--- src/rtl/proc_io_hub.sv ---
// -----------------------------------------------------------------------------
// proc_io_hub
//
// Purpose:
//   I/O hub between a proc_fl core and external streaming channels.
//   Input side : one holding register per channel. The external producer hands
//                a word over with valid/ready, and the core reads it with
//                proc_req_in/proc_addr_in. A read frees the slot in the same
//                cycle, so a new word can be captured while the old one is read.
//   Output side: one FIFO per channel. The core fills it with
//                proc_out_en/proc_addr_out, and the external consumer drains it
//                with valid/ready.
//   Data words are opaque NBITS vectors. The core is never stalled; any word
//   that is lost is reported through the sticky flags.
//
// Configuration macro:
//   IO_HUB_ERRFLAG_EN - when defined, the underrun/overflow sticky registers
//                       are built and clr_flags clears them. When undefined,
//                       both flag outputs are tied to 0 and clr_flags is unused.
//
// Ports:
//   clk, rst                  single clock, synchronous active-high reset
//   proc_req_in/proc_addr_in  core read strobe and input channel select
//   proc_in                   data returned to the core (combinational mux)
//   proc_out_en/proc_addr_out core write strobe and output channel select
//   proc_out                  data written by the core
//   ext_in_data/valid/ready   input streams, channel i at [i*NBITS +: NBITS]
//   ext_out_data/valid/ready  output streams, showing the FIFO head per channel
//   clr_flags                 clears the sticky flags (a set in the same cycle wins)
//   underrun                  sticky per input channel: read of an empty slot
//   overflow                  sticky per output channel: push dropped because full
// -----------------------------------------------------------------------------
module proc_io_hub #(
  parameter int NUIOIN = 4,
  parameter int NUIOOU = 4,
  parameter int NBITS  = 28,
  parameter int FDEPTH = 4,
  localparam int AIW = (NUIOIN > 1) ? $clog2(NUIOIN) : 1,
  localparam int AOW = (NUIOOU > 1) ? $clog2(NUIOOU) : 1
) (
  input  logic                     clk,
  input  logic                     rst,
  input  logic                     proc_req_in,
  input  logic [AIW-1:0]           proc_addr_in,
  output logic [NBITS-1:0]         proc_in,
  input  logic                     proc_out_en,
  input  logic [AOW-1:0]           proc_addr_out,
  input  logic [NBITS-1:0]         proc_out,
  input  logic [NUIOIN*NBITS-1:0]  ext_in_data,
  input  logic [NUIOIN-1:0]        ext_in_valid,
  output logic [NUIOIN-1:0]        ext_in_ready,
  output logic [NUIOOU*NBITS-1:0]  ext_out_data,
  output logic [NUIOOU-1:0]        ext_out_valid,
  input  logic [NUIOOU-1:0]        ext_out_ready,
  input  logic                     clr_flags,
  output logic [NUIOIN-1:0]        underrun,
  output logic [NUIOOU-1:0]        overflow
);

  localparam int PW = $clog2(FDEPTH);
  localparam int CW = $clog2(FDEPTH) + 1;

  // ---------------------------------------------------------------------------
  // Input side
  // ---------------------------------------------------------------------------
  logic [NBITS-1:0]  hold_reg [NUIOIN];
  logic [NUIOIN-1:0] full_reg;
  logic [NUIOIN-1:0] underrun_set;

  genvar gi;
  generate
    for (gi = 0; gi < NUIOIN; gi++) begin : g_in
      logic rd_hit;
      logic capture;

      // Addresses that match no channel produce no hit, so an out-of-range
      // read has no effect on any channel.
      assign rd_hit  = proc_req_in & (proc_addr_in == AIW'(gi));
      // A read in this cycle frees the slot, so the producer may refill it
      // in the same cycle.
      assign ext_in_ready[gi] = ~full_reg[gi] | rd_hit;
      assign capture = ext_in_valid[gi] & ext_in_ready[gi];
      assign underrun_set[gi] = rd_hit & ~full_reg[gi];

      always_ff @(posedge clk) begin
        if (rst) begin
          hold_reg[gi] <= '0;
          full_reg[gi] <= 1'b0;
        end else if (capture) begin
          hold_reg[gi] <= ext_in_data[gi*NBITS +: NBITS];
          full_reg[gi] <= 1'b1;
        end else if (rd_hit) begin
          // The word is kept, so a later empty read returns the last value.
          full_reg[gi] <= 1'b0;
        end
      end
    end
  endgenerate

  // Read mux. An address beyond the last channel returns 0.
  always_comb begin
    proc_in = '0;
    for (int i = 0; i < NUIOIN; i++) begin
      if (proc_addr_in == AIW'(i)) begin
        proc_in = hold_reg[i];
      end
    end
  end

  // ---------------------------------------------------------------------------
  // Output side: one FIFO per channel
  // ---------------------------------------------------------------------------
  logic [NUIOOU-1:0] overflow_set;

  generate
    for (gi = 0; gi < NUIOOU; gi++) begin : g_out
      logic [NBITS-1:0] mem_reg [FDEPTH];
      logic [PW-1:0]    wr_ptr_reg;
      logic [PW-1:0]    rd_ptr_reg;
      logic [CW-1:0]    count_reg;
      logic             push;
      logic             pop;
      logic             fifo_full;
      logic             do_push;

      assign push      = proc_out_en & (proc_addr_out == AOW'(gi));
      assign ext_out_valid[gi] = (count_reg != '0);
      assign pop       = ext_out_valid[gi] & ext_out_ready[gi];
      assign fifo_full = (count_reg == CW'(FDEPTH));
      // When the FIFO is full, a pop in the same cycle frees the slot that
      // the push needs.
      assign do_push   = push & (~fifo_full | pop);
      assign overflow_set[gi] = push & fifo_full & ~pop;

      // The head comes from the storage array. A push updates both the array
      // and the count at the clock edge, so a word can never appear on the
      // output in the same cycle it is pushed.
      assign ext_out_data[gi*NBITS +: NBITS] = mem_reg[rd_ptr_reg];

      // The storage has no reset. Clearing the pointers and the count is
      // enough to discard its contents.
      always_ff @(posedge clk) begin
        if (do_push) begin
          mem_reg[wr_ptr_reg] <= proc_out;
        end
      end

      always_ff @(posedge clk) begin
        if (rst) begin
          wr_ptr_reg <= '0;
          rd_ptr_reg <= '0;
          count_reg  <= '0;
        end else begin
          if (do_push) begin
            wr_ptr_reg <= wr_ptr_reg + PW'(1);
          end
          if (pop) begin
            rd_ptr_reg <= rd_ptr_reg + PW'(1);
          end
          if (do_push && !pop) begin
            count_reg <= count_reg + CW'(1);
          end else if (pop && !do_push) begin
            count_reg <= count_reg - CW'(1);
          end
        end
      end
    end
  endgenerate

  // ---------------------------------------------------------------------------
  // Sticky error flags
  // ---------------------------------------------------------------------------
`ifdef IO_HUB_ERRFLAG_EN
  logic [NUIOIN-1:0] underrun_reg;
  logic [NUIOOU-1:0] overflow_reg;

  // A set in the same cycle takes priority over clr_flags.
  always_ff @(posedge clk) begin
    if (rst) begin
      underrun_reg <= '0;
      overflow_reg <= '0;
    end else begin
      underrun_reg <= (underrun_reg & {NUIOIN{~clr_flags}}) | underrun_set;
      overflow_reg <= (overflow_reg & {NUIOOU{~clr_flags}}) | overflow_set;
    end
  end

  assign underrun = underrun_reg;
  assign overflow = overflow_reg;
`else
  logic unused_flag_inputs;
  assign unused_flag_inputs = clr_flags | (|underrun_set) | (|overflow_set);
  assign underrun = '0;
  assign overflow = '0;
`endif

endmodule
--- config.mk ---
export PLATFORM = sky130hd
export DESIGN_NAME = proc_io_hub
export DESIGN_NICKNAME = d
export VERILOG_FILES = /design/src/rtl/proc_io_hub.sv
export SDC_FILE = /design/constraint.sdc
export NUM_CORES = 1
export LEC_CHECK = 0
export BUFFER_PORTS_ARGS = -buffer_cell sky130_fd_sc_hd__buf_4
export CAP_MARGIN = 20
export CORE_MARGIN = 4
export CORE_UTILIZATION = 50
export CTS_BUF_LIST = sky130_fd_sc_hd__clkbuf_8 sky130_fd_sc_hd__clkbuf_16
export DETAILED_ROUTE_END_ITERATION = 8
export PLACE_DENSITY = 0.74
export SLEW_MARGIN = 20
export SYNTH_ARGS = -nofsm -noshare
export SYNTH_HDL_FRONTEND = slang
export SYNTH_SLANG_ARGS = --single-unit
export TNS_END_PERCENT = 50
--- constraint.sdc ---
create_clock -name clk -period 1.98 [get_ports clk]
set_input_delay 0.297 -clock clk [delete_from_list [all_inputs] [get_ports clk]]
set_output_delay 0.297 -clock clk [all_outputs]
set_load 0.005 [all_outputs]
Word level (Yosys, flattened, before mapping)
Memories as Yosys holds them, arrays and structs flattened. A register that Yosys moved wholly into a read port is not among the register bits.
Index checks and enable logic that the tools add are counted.

word-level totals
  input bits = 157
  memory bits (writable) = 560
  ROM bits = 0
  latch bits = 0
  memories kept = 5
  word-level logic and storage cells = 171
  output and inout port bits = 156
  register bits after elaboration = 32

cells by class
  divide/modulo/power cells = 0
  order comparisons = 0
  equal/unequal tests = 10
  multiply operators = 0
  reductions and logical operators = 30
  shift operators = 0
  add/subtract/negate cells = 16
  multiplexer cells = 54
  bitwise logic cells = 40

memories
  memory            depth  bits a word  rd ports  clocked after Yosys merged registers in  write ports  line  RTL
  g_out[0].mem_reg  4      28           1         1                                        1            117   logic [NBITS-1:0] mem_reg [FDEPTH];
  g_out[1].mem_reg  4      28           1         1                                        1            117
  g_out[2].mem_reg  4      28           1         1                                        1            117
  g_out[3].mem_reg  4      28           1         1                                        1            117
  hold_reg          4      28           4         0                                        4            66    logic [NBITS-1:0] hold_reg [NUIOIN];

operators with widths
  kind                 number
  $mux 28              8
  $mux 1               30
  $mux 3               8
  $and 1x1->1          20
  $add 2x1->2 const B  8
  $mux 2               8
  $reduce_bool 2->1    8
  $add 3x1->3 const B  4
  $eq 3x3->1 const B   4
  $or 1x1->1           12
  $reduce_bool 3->1    4
  $sub 3x1->3 const B  4
  $eq 2x2->1 const B   4
  $logic_and 1x1->1    8
  $logic_not 1->1      8
  $not 1->1            8
  $eq 2x1->1 const B   2
  $logic_not 2->1      2

Logic depth before layout (Yosys ltp)
  depth after elaboration = 8
  mapped depth = 9
  mapped depth without buffers = 8

Worst setup path after synthesis
Ideal clock, no wire load.

  path kind = flip-flop to flip-flop
  start point = register g_out[0].count_reg[0]
  end point = register g_out[0].count_reg[2]
  setup slack = -193 ps
  cell stages (with the launch flop) = 9
  data arrival time = 2102 ps
  buffers on the path = 0
  required time = 1909 ps
  clock period less this slack = 2173 ps
  cells stage by stage = dfxtp_1 -> nor4b_2 -> nor4b_4 -> ha_1 -> inv_1 -> fa_1 -> xor2_1 -> or3_1 -> a21oi_1

between the ends
  word-level cells in the longest chain between the ends = 7
  elaborated cells between the ends (all ways) = 15
  those cells by class = add/sub (2); eq/ne (1); mux (2); bitwise (4); reduce/logical (6)

RTL lines
  what                                             line      RTL
  start: declaration                               120       logic [CW-1:0] count_reg;
  start signal: assignment                         161       count_reg <= count_reg + CW'(1);
  start signal: assignment                         163       count_reg <= count_reg - CW'(1);
  $reduce_bool 3->1 or $eq 3x3->1 (tied branches)  127, 129
  $and 1x1->1 or $not 1->1 (tied branches)         128, 132
  $or 1x1->1 *                                     132       assign do_push = push & (~fifo_full | pop);
  $and 1x1->1 *                                    132
  net g_out[0].do_push                             124       logic do_push;
  $logic_not 1->1                                  162       end else if (pop && !do_push) begin
  $logic_and 1x1->1                                162
  $reduce_bool 2->1 (no source line)               n/a

The timed path passes the listed nets; every way through them passes the cells marked *. The select of a mux whose other input is x is not followed.
A chain may end at the register's enable or synchronous reset.

==> impl_results.md <==
- Status: finished, violations left
- Failing checks: setup timing
- Final core occ: 67.65%
- GR Util All Layers: 24.28%
- Synthesized area per cell: 21.20 µm²
- Setup crit end kind: output pin
- Top Ports: 313
- Final worst path period share: 116.3%
- Vias: 12,990
- Detail Placement HPWL: 33.04 mm
- CTS tree: yes
- DRT Pass-1 Iters: 5
- Die footprint: 49,820 µm²
- Comb power frac: 23.4%
- Initial Util: 50.80%
- FF+latch count, synth: 600
- Pwr dens: 1109 nW/µm²
- Yosys Warn Count: 0
- Core box area: 45,580 µm²
- Remaining DRCs: 0
- Sequential share of power: 43.6%
- Synth unique cells: 37
- Max Freq: 434.4 MHz
- Starting DRT DRC Count: 1,503
- Die H: 223.2 µm
- CTS Buf Count: 58
- Total gr overflow: 0
- Final WS setup: -0.3222 ns
- Layout cells sized above 1: 39.40%
- RePlAce Congestion: 0.8193
- Cell-internal power: 25.69 mW
- Switch Pwr: 8.506 mW
- Number of flip-flops under the largest register name: 448
- Clk buf depth: 3
- Standard-cell rows: 78
- Worst endpoint data arrival time: 2.01 ns
- Slew HR: 44.69%
- Worst min path class: primary input to flip-flop
- Initial antenna violation count: 4
- Area Overhead vs Synth: 33.15%
- RSZ-0062 raised after global routing: yes
- Crit path launch type: flip-flop
- Critical-path cell list: buf_12 -> mux4_2 -> buf_6
- Slew @ Worst Pin: 0.8279 ns
- Post-Route WL: 61.41 mm
- Slowest-stage cell, CP: mux4_2
- Global-route wire length before repair: 89.70 mm
- Clock slew at reported path FFs: 0.06 ns
- Fin Clk Skew: 0.03306 ns
- Mapped Area: 23,150 µm²
- Largest net degree at the start of global routing: 44
- Switching share of power: 24.87%
- Leak: 11.37 nW
- H-tree levels: 2
- Fin crit period: 2.302 ns
- Syn Inst Count: 1,092
- Nets@finish: 1,799
- Avg WL per Cell: 27.06 µm
- Final count of pins violating max slew: 0
- Vias in the first global route: 13,910
- Die width: 223.2 µm
- Final Setup Violations: 117
- Max incr delay on CP: 0.58 ns
- Fin. Hold Viols: 0
- WS Path Type: flip-flop to output pin
- Buffers on Ports: 303
- DP Worst Slack: -0.1298 ns
- Post-DRT Antenna Nets: 0
- Seq/Total Area, Yosys: 76.08%
- Critical Path RT: 1.68 ns
- Maximum VDD drop: 0.8207 mV
- Crit path max fanout: 7
- Clock net sink count: 600
- Vias per cell: 5.725
- Root buffer cell: clkbuf_16
- Max Cap Viol: 0
- Worst skew pair latency: 0.61 ns
- Share of power burned in the clock network: 33.0%
[through the flow]
| step | cells | setup TNS, ns | area, µm² | hold WS (ns) | power [mW] |
|---|---|---|---|---|---|
| 2_1_floorplan | 1099 | -5.182 | 23260 | 0.3959 | 18.42 |
| 3_3_place_gp | 2011 | -0.1023 | 26760 | 0.4615 | 21.47 |
| 3_5_place_dp | 2011 | -0.3754 | 26760 | 0.4701 | 21.60 |
| 4_1_cts | 2260 | -31.71 | 30640 | 0.001356 | 33.96 |
| 5_1_grt | 2269 | -35.49 | 30830 | 0.006275 | 35.47 |
| 6_report | 2269 | -28.24 | 30830 | 0.03088 | 34.20 |
[critical path, delay by kind of cell, from the launching register on]
kind,cells,cell delay (ns)
buffers and inverters,2,0.34
flip-flops,1,0.47
multiplexers,1,0.58
[power groups by stage]
stage	combinational (mW)	clock, mW	sequential, mW
2_1_floorplan	3.50	0	14.9
3_3_place_gp	6.48	0	15.0
3_5_place_dp	6.56	0	15.0
4_1_cts	7.72	11.4	14.9
5_1_grt	8.47	12.0	15.0
6_report	8.00	11.3	14.9
[path summary, 6_finish.rpt]
check	from	end	slack [ns]	cells past startpoint
hold / removal	ext_in_data[22]	hold_reg[0][22]	0.03	2
setup / recovery	flip-flop	ext_out_data[49]	-0.32	3
setup reg to reg	g_out[1].count_reg[2]	g_out[1].count_reg[2]	-0.11	9
hold reg to reg	g_out[0].wr_ptr_reg[1]	g_out[0].wr_ptr_reg[1]	0.51	2
[synth_stat cells, drive strengths merged]
cell type / n / share of area, %
edfxtp: 560 / 73
mux4: 140 / 14
and3: 112 / 3.0
buf: 43 / 1.3
dfxtp: 40 / 3.5
nor2: 32 / 0.52
clkbuf: 23 / 0.39
ha: 20 / 1.1
and2: 16 / 0.45
xor2: 16 / 0.61
inv: 14 / 0.23
nand2b: 9 / 0.24
a21oi: 8 / 0.17
mux2i: 8 / 0.35
or3: 8 / 0.22
o21ai: 6 / 0.13
nor4b: 5 / 0.28
a21o: 4 / 0.13
fa: 4 / 0.35
mux2: 4 / 0.26
nand2: 4 / 0.065
o311ai: 4 / 0.15
o31ai: 4 / 0.13
nor2b: 2 / 0.054
conb: 1 / 0.016
nand3: 1 / 0.022
nand3b: 1 / 0.032
nor3: 1 / 0.043
nor3b: 1 / 0.054
nor4bb: 1 / 0.043
[layer usage]
layer	vias up	share of wire [%]	GRT usage, %
met1	6710	36	31.03
met5	-	0	0
li1	5500	-	-
met4	0	2.9	7.477
met3	108	8.0	4.737
met2	672	53	42.52
[logic make-up (layout without fill, tap and decap cells)]
group / after synthesis / in the layout / share of synthesized area [%]
fa+ha+maj: 24 / 24 / 1.427
other cells: 1 / 12 / 0.01620
simple gates: 193 / 193 / 5.052
compound gates: 26 / 26 / 0.7133
mux: 152 / 152 / 14.22
flops: 600 / 600 / 76.08
buf+inv: 80 / 646 / 1.880
xor+xnor: 16 / 16 / 0.6052
[cells in the final DEF (no fill, tap or decap), types with 6 or more instances in the layout]
master,netlist,routed
edfxtp_1,560,560
buf_4,18,235
mux4_2,140,140
dlygate4sd3_1,0,138
buf_6,5,121
and3_1,112,112
clkbuf_16,0,65
nor2_1,32,32
dfxtp_1,40,25
inv_1,14,24
buf_12,0,23
xor2_1,16,16
ha_1,20,16
clkinv_1,0,10
nand2b_1,9,9
and2_1,12,8
and2_2,4,8
or3_1,8,8
mux2i_1,8,8
a21oi_1,8,8
conb_1,1,8
clkbuf_8,0,8
dfxtp_2,0,8
dfxtp_4,0,7
clkinv_2,0,6
bufinv_16,0,6
[cell type report]
type / instances / area [µm²]
clock buffer: 68 / 1612
sequential: 600 / 17650
inverter: 14 / 52.55
clock inverter: 39 / 364.1
tap: 600 / 750.7
multi-input combinational: 419 / 5213
fill: 2740 / 14750
timing repair buffer: 525 / 5176
antenna: 4 / 10.01
[what timing repair did]
action	in CTS	in global routing
resized for setup	119	13
cloned	3	5
endpoints found under the hold margin	441	0
setup endpoints to repair	117	128
hold buffers	138	0
pin swaps	3	1
buffers inserted	1	0
No activity file was read; power rests on OpenSTA's default activity.
